[config.mk]
export PLATFORM = sky130hd
export DESIGN_NAME = segre_pipeline_ctrl_flat
export DESIGN_NICKNAME = d
export VERILOG_FILES = /design/src/rtl/segre_pkg.sv /design/src/rtl/segre_pipeline_ctrl_if.sv /design/src/rtl/segre_hazard_detect.sv /design/src/rtl/segre_pipeline_ctrl.sv /design/src/flat_wrapper.sv
export SDC_FILE = /design/constraint.sdc
export NUM_CORES = 1
export LEC_CHECK = 0
export BUFFER_PORTS_ARGS = -buffer_cell sky130_fd_sc_hd__buf_2
export CAP_MARGIN = 20
export CORE_MARGIN = 2
export CORE_UTILIZATION = 40
export CTS_CLUSTER_DIAMETER = 40
export DETAILED_ROUTE_END_ITERATION = 7
export PLACE_DENSITY_LB_ADDON = 0.2
export SLEW_MARGIN = 20
export SYNTH_ARGS = -nofsm -noshare
export SYNTH_HDL_FRONTEND = slang
export SYNTH_SLANG_ARGS = --single-unit
[constraint.sdc]
create_clock -name clk_i -period 2.6 [get_ports clk_i]
set_clock_uncertainty 0.2 [all_clocks]
set_input_delay 0.52 -clock clk_i [delete_from_list [all_inputs] [get_ports clk_i]]
set_output_delay 0.52 -clock clk_i [all_outputs]
set_load 0.03 [all_outputs]
[src/rtl/segre_pkg.sv]
// Shared Segre core types and constants used by the pipeline controller.
package segre_pkg;

    localparam int unsigned REG_SIZE      = 5;
    localparam int unsigned PCTRL_FLUSH_W = 3;

    typedef enum logic [1:0] {
        PC_RUN      = 2'd0,
        PC_MEM_WAIT = 2'd1,
        PC_FLUSH    = 2'd2
    } pctrl_state_e;

endpackage

[src/rtl/segre_pipeline_ctrl_if.sv]
// Hazard inputs from the stage chain and per-stage freeze/bubble controls back to it.
interface segre_pipeline_ctrl_if #(
    parameter int unsigned REG_SIZE = segre_pkg::REG_SIZE
);
    logic                valid_ex_i;
    logic                memop_rd_ex_i;
    logic [REG_SIZE-1:0] rf_waddr_ex_i;
    logic [REG_SIZE-1:0] rf_raddr_a_id_i;
    logic [REG_SIZE-1:0] rf_raddr_b_id_i;
    logic                rf_re_a_id_i;
    logic                rf_re_b_id_i;
    logic                valid_id_i;
    logic                tkbr_i;
    logic                is_jaljalr_i;
    logic                mem_req_i;
    logic                mem_ready_i;

    logic                redirect_o;
    logic                block_if_o;
    logic                block_id_o;
    logic                block_ex_o;
    logic                block_mem_o;
    logic                inject_nops_id_o;
    logic                inject_nops_ex_o;
    logic                inject_nops_mem_o;
    logic                inject_nops_wb_o;
    logic [1:0]          state_o;

    // Controller side
    modport master (
        input  valid_ex_i, memop_rd_ex_i, rf_waddr_ex_i, rf_raddr_a_id_i,
               rf_raddr_b_id_i, rf_re_a_id_i, rf_re_b_id_i, valid_id_i,
               tkbr_i, is_jaljalr_i, mem_req_i, mem_ready_i,
        output redirect_o, block_if_o, block_id_o, block_ex_o, block_mem_o,
               inject_nops_id_o, inject_nops_ex_o, inject_nops_mem_o,
               inject_nops_wb_o, state_o
    );

    // Stage-chain side
    modport slave (
        output valid_ex_i, memop_rd_ex_i, rf_waddr_ex_i, rf_raddr_a_id_i,
               rf_raddr_b_id_i, rf_re_a_id_i, rf_re_b_id_i, valid_id_i,
               tkbr_i, is_jaljalr_i, mem_req_i, mem_ready_i,
        input  redirect_o, block_if_o, block_id_o, block_ex_o, block_mem_o,
               inject_nops_id_o, inject_nops_ex_o, inject_nops_mem_o,
               inject_nops_wb_o, state_o
    );

endinterface

[src/rtl/segre_hazard_detect.sv]
// Combinational hazard terms: load-use (lu), redirect (rd), memory wait (mw).
module segre_hazard_detect #(
    parameter int unsigned REG_SIZE = segre_pkg::REG_SIZE
) (
    input  logic                valid_ex_i,
    input  logic                memop_rd_ex_i,
    input  logic [REG_SIZE-1:0] rf_waddr_ex_i,
    input  logic [REG_SIZE-1:0] rf_raddr_a_id_i,
    input  logic [REG_SIZE-1:0] rf_raddr_b_id_i,
    input  logic                rf_re_a_id_i,
    input  logic                rf_re_b_id_i,
    input  logic                valid_id_i,
    input  logic                tkbr_i,
    input  logic                is_jaljalr_i,
    input  logic                mem_req_i,
    input  logic                mem_ready_i,
    output logic                lu_o,
    output logic                rd_o,
    output logic                mw_o
);

    logic match_a, match_b;

    assign match_a = rf_re_a_id_i && (rf_raddr_a_id_i == rf_waddr_ex_i);
    assign match_b = rf_re_b_id_i && (rf_raddr_b_id_i == rf_waddr_ex_i);

    // x0 is hardwired, so a load targeting it never creates a dependency
    assign lu_o = valid_ex_i && memop_rd_ex_i && valid_id_i &&
                  (rf_waddr_ex_i != '0) && (match_a || match_b);
    assign rd_o = valid_ex_i && (tkbr_i || is_jaljalr_i);
    assign mw_o = mem_req_i && !mem_ready_i;

endmodule

[src/rtl/segre_pipeline_ctrl.sv]
// Segre pipeline sequencing FSM: stalls, redirect flush window, memory waits.
// Define SEGRE_PIPE_PERF_EN to add stall/flush performance counters.
module segre_pipeline_ctrl #(
    parameter int unsigned FLUSH_CYCLES = 1,
    parameter int unsigned REG_SIZE     = segre_pkg::REG_SIZE
) (
    input  logic                  clk_i,
    input  logic                  rsn_i,
    segre_pipeline_ctrl_if.master bus
`ifdef SEGRE_PIPE_PERF_EN
    ,
    output logic [31:0]           stall_cycles_o,
    output logic [31:0]           flush_count_o
`endif
);
    import segre_pkg::*;

    localparam logic [PCTRL_FLUSH_W-1:0] FLUSH_LD = PCTRL_FLUSH_W'(FLUSH_CYCLES);

    pctrl_state_e             state_q, state_d;
    logic [PCTRL_FLUSH_W-1:0] cnt_q, cnt_d;
    logic                     lu, rd, mw;

    logic redirect, b_if, b_id, b_ex, b_mem, n_id, n_ex, n_mem, n_wb;

    segre_hazard_detect #(.REG_SIZE(REG_SIZE)) u_hazard (
        .valid_ex_i      (bus.valid_ex_i),
        .memop_rd_ex_i   (bus.memop_rd_ex_i),
        .rf_waddr_ex_i   (bus.rf_waddr_ex_i),
        .rf_raddr_a_id_i (bus.rf_raddr_a_id_i),
        .rf_raddr_b_id_i (bus.rf_raddr_b_id_i),
        .rf_re_a_id_i    (bus.rf_re_a_id_i),
        .rf_re_b_id_i    (bus.rf_re_b_id_i),
        .valid_id_i      (bus.valid_id_i),
        .tkbr_i          (bus.tkbr_i),
        .is_jaljalr_i    (bus.is_jaljalr_i),
        .mem_req_i       (bus.mem_req_i),
        .mem_ready_i     (bus.mem_ready_i),
        .lu_o            (lu),
        .rd_o            (rd),
        .mw_o            (mw)
    );

    always_ff @(posedge clk_i) begin
        if (rsn_i) begin
            state_q <= PC_RUN;
            cnt_q   <= '0;
        end else begin
            state_q <= state_d;
            cnt_q   <= cnt_d;
        end
    end

    always_comb begin
        state_d  = state_q;
        cnt_d    = cnt_q;
        redirect = 1'b0;
        b_if     = 1'b0;
        b_id     = 1'b0;
        b_ex     = 1'b0;
        b_mem    = 1'b0;
        n_id     = 1'b0;
        n_ex     = 1'b0;
        n_mem    = 1'b0;
        n_wb     = 1'b0;

        if (rsn_i) begin
            n_id  = 1'b1;
            n_ex  = 1'b1;
            n_mem = 1'b1;
            n_wb  = 1'b1;
        end else if (mw) begin
            // Freeze everything; a pending flush count survives the wait
            b_if    = 1'b1;
            b_id    = 1'b1;
            b_ex    = 1'b1;
            b_mem   = 1'b1;
            n_wb    = 1'b1;
            state_d = PC_MEM_WAIT;
        end else if (state_q == PC_FLUSH) begin
            n_id = 1'b1;
            if (cnt_q <= PCTRL_FLUSH_W'(1)) begin
                state_d = PC_RUN;
                cnt_d   = '0;
            end else begin
                cnt_d = cnt_q - 1'b1;
            end
        end else begin
            // PC_RUN, or the ready cycle of PC_MEM_WAIT which acts as PC_RUN
            if (rd) begin
                redirect = 1'b1;
                n_id     = 1'b1;
                n_ex     = 1'b1;
                cnt_d    = FLUSH_LD;
                state_d  = (FLUSH_CYCLES > 0) ? PC_FLUSH : PC_RUN;
            end else begin
                if (lu) begin
                    b_if = 1'b1;
                    b_id = 1'b1;
                    n_ex = 1'b1;
                end
                state_d = (state_q == PC_MEM_WAIT && cnt_q != '0) ? PC_FLUSH : PC_RUN;
            end
        end
    end

    assign bus.redirect_o        = redirect;
    assign bus.block_if_o        = b_if;
    assign bus.block_id_o        = b_id;
    assign bus.block_ex_o        = b_ex;
    assign bus.block_mem_o       = b_mem;
    assign bus.inject_nops_id_o  = n_id;
    assign bus.inject_nops_ex_o  = n_ex;
    assign bus.inject_nops_mem_o = n_mem;
    assign bus.inject_nops_wb_o  = n_wb;
    assign bus.state_o           = state_q;

`ifdef SEGRE_PIPE_PERF_EN
    logic [31:0] stall_q, flush_q;

    always_ff @(posedge clk_i) begin
        if (rsn_i) begin
            stall_q <= '0;
            flush_q <= '0;
        end else begin
            if (b_if || b_id || b_ex || b_mem) stall_q <= stall_q + 32'd1;
            if (redirect)                      flush_q <= flush_q + 32'd1;
        end
    end

    assign stall_cycles_o = stall_q;
    assign flush_count_o  = flush_q;
`endif

endmodule

[src/flat_wrapper.sv]
// flat-port wrapper written by rule: the top's interface ports become plain ports
module segre_pipeline_ctrl_flat import segre_pkg::*;
#(
    parameter int unsigned FLUSH_CYCLES = 1,
    parameter int unsigned REG_SIZE     = segre_pkg::REG_SIZE
)
  (clk_i, rsn_i, bus_valid_ex_i, bus_memop_rd_ex_i, bus_rf_waddr_ex_i, bus_rf_raddr_a_id_i, bus_rf_raddr_b_id_i, bus_rf_re_a_id_i, bus_rf_re_b_id_i, bus_valid_id_i, bus_tkbr_i, bus_is_jaljalr_i, bus_mem_req_i, bus_mem_ready_i, bus_redirect_o, bus_block_if_o, bus_block_id_o, bus_block_ex_o, bus_block_mem_o, bus_inject_nops_id_o, bus_inject_nops_ex_o, bus_inject_nops_mem_o, bus_inject_nops_wb_o, bus_state_o);
  segre_pipeline_ctrl_if #(.REG_SIZE(REG_SIZE)) bus_i ();
  input  logic clk_i;
  input  logic rsn_i;
  input wire logic [$bits(bus_i.valid_ex_i)-1:0] bus_valid_ex_i;
  input wire logic [$bits(bus_i.memop_rd_ex_i)-1:0] bus_memop_rd_ex_i;
  input wire logic [$bits(bus_i.rf_waddr_ex_i)-1:0] bus_rf_waddr_ex_i;
  input wire logic [$bits(bus_i.rf_raddr_a_id_i)-1:0] bus_rf_raddr_a_id_i;
  input wire logic [$bits(bus_i.rf_raddr_b_id_i)-1:0] bus_rf_raddr_b_id_i;
  input wire logic [$bits(bus_i.rf_re_a_id_i)-1:0] bus_rf_re_a_id_i;
  input wire logic [$bits(bus_i.rf_re_b_id_i)-1:0] bus_rf_re_b_id_i;
  input wire logic [$bits(bus_i.valid_id_i)-1:0] bus_valid_id_i;
  input wire logic [$bits(bus_i.tkbr_i)-1:0] bus_tkbr_i;
  input wire logic [$bits(bus_i.is_jaljalr_i)-1:0] bus_is_jaljalr_i;
  input wire logic [$bits(bus_i.mem_req_i)-1:0] bus_mem_req_i;
  input wire logic [$bits(bus_i.mem_ready_i)-1:0] bus_mem_ready_i;
  output wire logic [$bits(bus_i.redirect_o)-1:0] bus_redirect_o;
  output wire logic [$bits(bus_i.block_if_o)-1:0] bus_block_if_o;
  output wire logic [$bits(bus_i.block_id_o)-1:0] bus_block_id_o;
  output wire logic [$bits(bus_i.block_ex_o)-1:0] bus_block_ex_o;
  output wire logic [$bits(bus_i.block_mem_o)-1:0] bus_block_mem_o;
  output wire logic [$bits(bus_i.inject_nops_id_o)-1:0] bus_inject_nops_id_o;
  output wire logic [$bits(bus_i.inject_nops_ex_o)-1:0] bus_inject_nops_ex_o;
  output wire logic [$bits(bus_i.inject_nops_mem_o)-1:0] bus_inject_nops_mem_o;
  output wire logic [$bits(bus_i.inject_nops_wb_o)-1:0] bus_inject_nops_wb_o;
  output wire logic [$bits(bus_i.state_o)-1:0] bus_state_o;
  assign bus_i.valid_ex_i = bus_valid_ex_i;
  assign bus_i.memop_rd_ex_i = bus_memop_rd_ex_i;
  assign bus_i.rf_waddr_ex_i = bus_rf_waddr_ex_i;
  assign bus_i.rf_raddr_a_id_i = bus_rf_raddr_a_id_i;
  assign bus_i.rf_raddr_b_id_i = bus_rf_raddr_b_id_i;
  assign bus_i.rf_re_a_id_i = bus_rf_re_a_id_i;
  assign bus_i.rf_re_b_id_i = bus_rf_re_b_id_i;
  assign bus_i.valid_id_i = bus_valid_id_i;
  assign bus_i.tkbr_i = bus_tkbr_i;
  assign bus_i.is_jaljalr_i = bus_is_jaljalr_i;
  assign bus_i.mem_req_i = bus_mem_req_i;
  assign bus_i.mem_ready_i = bus_mem_ready_i;
  assign bus_redirect_o = bus_i.redirect_o;
  assign bus_block_if_o = bus_i.block_if_o;
  assign bus_block_id_o = bus_i.block_id_o;
  assign bus_block_ex_o = bus_i.block_ex_o;
  assign bus_block_mem_o = bus_i.block_mem_o;
  assign bus_inject_nops_id_o = bus_i.inject_nops_id_o;
  assign bus_inject_nops_ex_o = bus_i.inject_nops_ex_o;
  assign bus_inject_nops_mem_o = bus_i.inject_nops_mem_o;
  assign bus_inject_nops_wb_o = bus_i.inject_nops_wb_o;
  assign bus_state_o = bus_i.state_o;
  segre_pipeline_ctrl #(.FLUSH_CYCLES(FLUSH_CYCLES), .REG_SIZE(REG_SIZE)) u_core (.clk_i(clk_i), .rsn_i(rsn_i), .bus(bus_i));
endmodule
==> results of run 1 <==
-- cell families (layout without fill, tap and decap cells) --
family / after synthesis / in the layout / synth area share, %
DFF: 5 / 5 / 17.9
adders and majority gates: 3 / 3 / 6.70
xor gates and xnor gates: 11 / 11 / 17.2
and+or+nand+nor: 20 / 20 / 22.3
AOI/OAI and AO/OA: 17 / 17 / 26.3
buffers and inverters: 9 / 45 / 9.60
-- power breakdown --
part | internal (W) | total, W | switching [W]
clock | 0.0000581 | 0.0000917 | 0.0000336
sequential | 0.0000811 | 0.0000854 | 0.00000436
combinational | 0.0000517 | 0.000116 | 0.0000646
-- cell type report --
| cell class | instances | area share, % |
|---|---|---|
| well taps | 15 | 2.46 |
| multi-input cells | 51 | 54.1 |
| repair buffers | 37 | 24.9 |
| clock buffers | 4 | 3.44 |
| inverters | 4 | 1.97 |
| flip-flops and latches | 5 | 13.1 |
-- flip-flops by register name (all words and copies together), names as in the netlist --
register	count
u_core.cnt_q	3
u_core.bus.state_o	2
-- per-layer routing --
layer	global-route usage, %	part of all wire (%)
met5	0	0
met4	5.81	0.97
met3	3.91	6.6
met2	27.8	51
met1	16.6	41
-- worst max-delay path by stage --
stage                                                  start                    to  slack [ps]  cells past startpoint
after floorplan           u_core.bus.state_o[0]$_SDFFE_PP0P_        bus_block_if_o          30                      6
after global placement                  bus_rf_waddr_ex_i[3]  bus_inject_nops_ex_o          30                      6
after detailed placement                bus_rf_waddr_ex_i[1]        bus_block_id_o          70                      6
after CTS                               bus_rf_waddr_ex_i[3]  bus_inject_nops_ex_o          60                      6
after global routing                    bus_rf_waddr_ex_i[3]  bus_inject_nops_ex_o          20                      6
final                                   bus_rf_waddr_ex_i[1]        bus_block_id_o          80                      6
-- placed cells by master (no fill, tap or decap), drive strengths merged --
master and n:
nor4 2, o2111ai 1, o22ai 1, o22a 1
xnor2 3, or4 1, a21oi 2, nor2 4
clkbuf 4, or3b 1, o21ai 4, a32oi 1
xor2 8, ha 3, and2 1, a32o 1
o21a 1, nor2b 2, nor4b 1, nor3 2
a211o 2, buf 37, nand2 2, o21bai 1
o41ai 1, inv 4, nand2b 3, a221oi 1
dfxtp 5, or3 1
-- metrics by stage --
step	hold WS (ps)	setup slack, ps	util (%)	power, W
2_1_floorplan	245	29.4	-	0.000166
3_3_place_gp	257	27.2	56.4	0.000202
3_5_place_dp	262	73.8	56.4	0.000203
4_1_cts	268	62.0	58.5	0.000295
5_1_grt	287	15.5	58.7	0.000311
6_report	264	84.1	58.7	0.000293
-- worst reg2reg max path, delay by kind of cell (launching register included) --
| family | cells | cell delay (ps) |
|---|---|---|
| flops | 1 | 340 |
| simple gates | 1 | 310 |
| buf+inv | 1 | 80 |
| fa+ha+maj | 1 | 170 |
| compound gates | 3 | 640 |
==> impl_summary.txt, run 1 <==
----------------------------------------------------
[Status]
  Result of the run ... finished clean

[Yosys]
  Number of library cell types mapped by synthesis ... 34
  Synth Warn # ... 0
  Post-synthesis cell count ... 65
  Count of flip-flops with a built-in enable after synthesis ... 0
  Commonest cells in the netlist ... sky130_fd_sc_hd__xor2_1 (8), sky130_fd_sc_hd__dfxtp_1 (5), sky130_fd_sc_hd__inv_1 (4), sky130_fd_sc_hd__nor2_1 (4)
  Post-synthesis instance area ... 561 sq um
  Sequential fraction of the synthesis area ... 17.9%
  Post-synthesis register bit count ... 5
  Syn nets ... 94
  Most frequent cell after synthesis ... sky130_fd_sc_hd__xor2_1
  Dominant synthesized flop cell ... sky130_fd_sc_hd__dfxtp_1
  Async set-or-reset flop fraction in the synthesized netlist ... 0%
  Synth top area share ... 17.9%
  Leading cell types by total area after synthesis ... sky130_fd_sc_hd__dfxtp_1 (18%), sky130_fd_sc_hd__xor2_1 (13%), sky130_fd_sc_hd__ha_1 (6.7%)
  Mean Syn Cell Area ... 8.62 sq um
  Cell type with the largest total area after synthesis ... sky130_fd_sc_hd__dfxtp_1

[Final layout]
  Count of filler cells inserted in the layout ... 129
  Antenna cell count ... 0
  Area growth syn-to-layout ... 36.2%
  Fin nets ... 131
  Post-Layout Cell Count ... 116
  Area occupied by multi-input gates ... 413 sq um
  Design Area, Final ... 763 sq um
  Area occupied by registers ... 100 sq um
  Fraction of layout instances using a drive strength above 1 ... 45.5%

[Setup path]
  Maximum cell stage delay along the critical path ... 530 ps
  End of the worst register-to-register path ... u_core.cnt_q[1]$_SDFFE_PP0P_
  Setup Crit Path Kind ... primary input to output pin
  Number of buffer and inverter stages on the critical path ... 2
  Master of the slowest instance on the critical path ... sky130_fd_sc_hd__or4_4
  Cell repeated most along the worst path ... sky130_fd_sc_hd__buf_2
  Reg2Reg Setup Slack ... 790 ps
  List of cells traversed by the critical path ... buf_2, or4_4, o2111ai_2, or3b_1, o22ai_2, buf_2
  Max FO, Critical Path ... 3
  Kind of cell adding the most delay to the critical path ... simple AND/OR/NAND/NOR gates
  Data arrival time of the critical path ... 1800 ps
  Required @ worst endpoint ... 1880 ps
  Startpoint Class ... primary input
  Worst Reg2Reg Path Length in Cells ... 6
  Critical register-to-register path startpoint ... u_core.cnt_q[1]$_SDFFE_PP0P_
  Element type at the critical path end ... output pin

[Placement]
  DP HPWL ... 1090 um
  Port Buffer Count ... 36
  Number of cells after detailed placement ... 112
  Weighted congestion at the end of routability-driven global placement ... 0.698
  Post-detailed-placement cell area ... 734 sq um

[STA]
  Timing-limited maximum frequency ... 397 MHz
  Count of endpoints failing hold in the final timing report ... 0
  Setup TNS ... 0 ps
  Transition at the pin with the smallest max-transition slack ... 378 ps
  Count of final max-slew check failures ... 0
  Unrepaired setup endpoints after global routing ... false
  Post-layout min period ... 2520 ps
  Slew headroom ... 74.7%
  Final setup violation count ... 0
  Final clock period utilization by the worst path ... 96.8%

[Global route]
  Largest net degree at the start of global routing ... 12
  Global-route total usage across every layer ... 15.3%
  Antenna violations before repair ... 0
  Aggregate global routing overflow ... 0
  Vias in the first global route ... 540
  Global-route wire length before repair ... 2120 um

[Clock tree]
  TritonCTS clock tree ... yes
  # hold bufs at CTS ... 0
  Clock Pin Slew Worst Setup and Hold Paths ... 50 ps
  Clock Tree Buf Depth ... 2
  Number of H-tree levels ... 1
  Root buffer cell ... sky130_fd_sc_hd__clkbuf_4
  Clock buffers created by TritonCTS ... 3
  Setup fix buffers added after clock tree synthesis ... 0
  Number of sinks on the clock net ... 5
  Quantity of gates resized following cts ... 0
  Latest clock arrival within the worst-skew pair ... 240 ps

[Detailed routing]
  Total Wirelength ... 1240 um
  DR vias ... 588
  Mean number of vias per cell ... 5.07
  WL/cell ... 10.7 um
  Drc violations ... 0
  Final ANT Viol Nets ... 0
  Count of TritonRoute iterations in the first routing pass ... 4
  Number of DRC markers in iteration 0 ... 11

[Power]
  Pwr Density ... 384 nW/um^2
  Peak supply drop ... 0.211 mV
  Cell leakage power ... 0.339 nW

[Floorplanning]
  Area of the die ... 1720 sq um
  Number of top-level pins ... 37
  Die Wd ... 41.4 um
  Initial core utilization ... 43.1%
  Overall die height ... 41.4 um
  Total number of placement rows ... 13
  Core area ... 1300 sq um

[Min path]
  Cell count of the worst hold path ... 2
  Worst Hold Class ... flip-flop to flip-flop
  Worst min-delay path startpoint ... u_core.cnt_q[1]$_SDFFE_PP0P_
  Worst Hold Endpoint ... u_core.cnt_q[1]$_SDFFE_PP0P_

[Job]
  Max-cap check violation count ... 0

----------------------------------------------------
Note: power is estimated with default switching activity, not from simulation.
==> inputs of run 2 (changes only) <==
--- a/config.mk
+++ b/config.mk
@@ -7,8 +7,9 @@
 export LEC_CHECK = 0
 export BUFFER_PORTS_ARGS = -buffer_cell sky130_fd_sc_hd__buf_2
 export CAP_MARGIN = 20
-export CORE_MARGIN = 2
-export CORE_UTILIZATION = 40
+export CORE_MARGIN = 5
+export CORE_UTILIZATION = 42
+export CTS_BUF_LIST = sky130_fd_sc_hd__clkbuf_8
 export CTS_CLUSTER_DIAMETER = 40
 export DETAILED_ROUTE_END_ITERATION = 7
 export PLACE_DENSITY_LB_ADDON = 0.2
==> run 2 against run 1 <==
Effect of this change: first-iteration DRC count is 45% lower; utilization is 2.2 points higher; global-route usage is 1.0 points lower; register-to-register slack hardly changed; combinational power hardly changed; power is 17% higher; die area is 26% higher; largest power group is now the clock network.
==> impl_summary.txt, run 2 (synthesized netlist as in run 1, its figures left out) <==
----------------------------------------------------
[STA]
  Slew headroom ... 74.5%
  Timing-limited maximum frequency ... 398 MHz
  Final clock period utilization by the worst path ... 96.6%
  Worst hold margin ... 266 ps
  Count of endpoints failing hold in the final timing report ... 0
  Final setup violation count ... 0
  Count of final max-slew check failures ... 0
  Transition at the pin with the smallest max-transition slack ... 380 ps
  Unrepaired setup endpoints after global routing ... false
  Post-layout min period ... 2510 ps
  Setup TNS ... 0 ps

[Global route]
  Aggregate global routing overflow ... 0
  Antenna violations before repair ... 0
  Global-route wire length before repair ... 2210 um
  Largest net degree at the start of global routing ... 12
  Global-route total usage across every layer ... 14.3%
  Vias in the first global route ... 571

[Setup path]
  Master of the slowest instance on the critical path ... sky130_fd_sc_hd__or4_4
  Number of buffer and inverter stages on the critical path ... 2
  Maximum cell stage delay along the critical path ... 530 ps
  Cell repeated most along the worst path ... sky130_fd_sc_hd__buf_2
  Element type at the critical path end ... output pin
  Startpoint Class ... primary input
  Setup Crit Path Kind ... primary input to output pin
  Required @ worst endpoint ... 1880 ps
  Max FO, Critical Path ... 3
  Data arrival time of the critical path ... 1790 ps
  Kind of cell adding the most delay to the critical path ... simple AND/OR/NAND/NOR gates
  List of cells traversed by the critical path ... buf_2, or4_4, o2111ai_2, or3b_1, o22ai_2, buf_2

[Detailed routing]
  Drc violations ... 0
  Final ANT Viol Nets ... 0
  Number of DRC markers in iteration 0 ... 6
  Count of TritonRoute iterations in the first routing pass ... 4
  WL/cell ... 11.9 um
  Mean number of vias per cell ... 5.09
  Total Wirelength ... 1380 um
  DR vias ... 590

[Placement]
  Number of cells after detailed placement ... 112
  DP HPWL ... 1210 um
  Port Buffer Count ... 36
  Weighted congestion at the end of routability-driven global placement ... 0.759

[Final layout]
  Leading cell types in the layout, fill and taps excluded ... sky130_fd_sc_hd__buf_2 (35), sky130_fd_sc_hd__xor2_1 (8), sky130_fd_sc_hd__inv_1 (5), sky130_fd_sc_hd__dfxtp_1 (5), sky130_fd_sc_hd__nor2_1 (4)
  Fin nets ... 131
  Post-Layout Cell Count ... 116
  Leading cell type in the layout, fill and taps excluded ... sky130_fd_sc_hd__buf_2
  Register with the most flip-flops ... u_core.cnt_q
  Fraction of layout instances using a drive strength above 1 ... 45.5%
  Area growth syn-to-layout ... 39.5%
  Antenna cell count ... 0
  Flip-flop count of the largest register after layout ... 3

[Clock tree]
  Quantity of gates resized following cts ... 0
  # hold bufs at CTS ... 0
  Root buffer cell ... sky130_fd_sc_hd__clkbuf_8
  TritonCTS clock tree ... yes
  Clock Tree Buf Depth ... 2
  Clock buffers created by TritonCTS ... 3
  Clock Pin Slew Worst Setup and Hold Paths ... 30 ps
  Setup fix buffers added after clock tree synthesis ... 0
  Number of H-tree levels ... 1
  Latest clock arrival within the worst-skew pair ... 220 ps
  Number of sinks on the clock net ... 5

[Floorplanning]
  Overall die height ... 46.5 um
  Core area ... 1280 sq um
  Area of the die ... 2170 sq um
  Total number of placement rows ... 13
  Initial core utilization ... 43.6%
  Die Wd ... 46.5 um
  Number of top-level pins ... 37

[Status]
  Result of the run ... finished clean

[Power]
  Cell leakage power ... 0.351 nW
  Internal cell power ... 0.000234 W
  Power after layout ... 0.000342 W
  Clock share of power ... 40.5%
  Switching power as a share of total power ... 31.5%
  Peak supply drop ... 0.234 mV
  Reg power frac ... 25.1%
  Net switching power ... 0.000108 W
  Pwr Density ... 437 nW/um^2
  Combinational Power Share ... 34.4%

[Min path]
  Worst Hold Class ... flip-flop to flip-flop

[Job]
  Max-cap check violation count ... 0

----------------------------------------------------
==> run 2: cell count changes in the layout (fill, tap and decap cells not counted) <==
cell / delta
sky130_fd_sc_hd__clkbuf_1: -1
sky130_fd_sc_hd__clkbuf_8: +3
sky130_fd_sc_hd__clkbuf_4: -3
sky130_fd_sc_hd__inv_1: +1
==> run 2: per-stage QoR <==
stage / setup WS, ps / cell area [sq um] / util (%)
global route: 25.0 / 782 / 60.9
finish: 88.5 / 782 / 60.9
floorplan: 29.4 / 567 / -
global placement: 22.2 / 734 / 57.2
detailed placement: 77.4 / 734 / 57.2
CTS: 72.2 / 779 / 60.7
==> run 2: worst reg2reg max path, delay by kind of cell, from the launching register on <==
family          cells  cell delay (ps)
compound gates      3              650
simple gates        1              310
fa+ha+maj           1              170
flops               1              330
buf+inv             1               80
==> run 2: metal layers <==
layer / routed length (um) / track usage (%) / vias up
li1: - / - / 303
met1: 566 / 15.5 / 257
met2: 651 / 24.2 / 28
met3: 138 / 5.08 / 2
met4: 18 / 6.82 / 0
met5: 0 / 0 / -
==> run 2: final cells by class <==
cell class | count | area, sq um
clock buffer | 3 | 41.3
clock inverter | 1 | 3.75
fill | 121 | 503
inverter | 4 | 15.0
multi-input combinational | 51 | 413
sequential | 5 | 100
tap | 15 | 18.8
timing repair buffer | 37 | 190
==> run 2: path summary, 6_finish.rpt <==
check | slack (ps) | endpoint | from | depth (start not counted)
max reg2reg | 790 | u_core.cnt_q[1]$_SDFFE_PP0P_ | u_core.cnt_q[1]$_SDFFE_PP0P_ | 6
min | 270 | u_core.cnt_q[1]$_SDFFE_PP0P_ | u_core.cnt_q[1]$_SDFFE_PP0P_ | 2
min reg2reg | 270 | u_core.cnt_q[1]$_SDFFE_PP0P_ | u_core.cnt_q[1]$_SDFFE_PP0P_ | 2
max | 90 | bus_block_id_o | bus_rf_waddr_ex_i[1] | 6
==> run 2: power groups by stage <==
stage | sequential, W | combinational, W | clock, W
2_1_floorplan | 0.0000900 | 0.0000757 | 0
3_3_place_gp | 0.0000869 | 0.000116 | 0
3_5_place_dp | 0.0000873 | 0.000117 | 0
4_1_cts | 0.0000860 | 0.000118 | 0.000141
5_1_grt | 0.0000867 | 0.000128 | 0.000149
6_report | 0.0000859 | 0.000118 | 0.000138
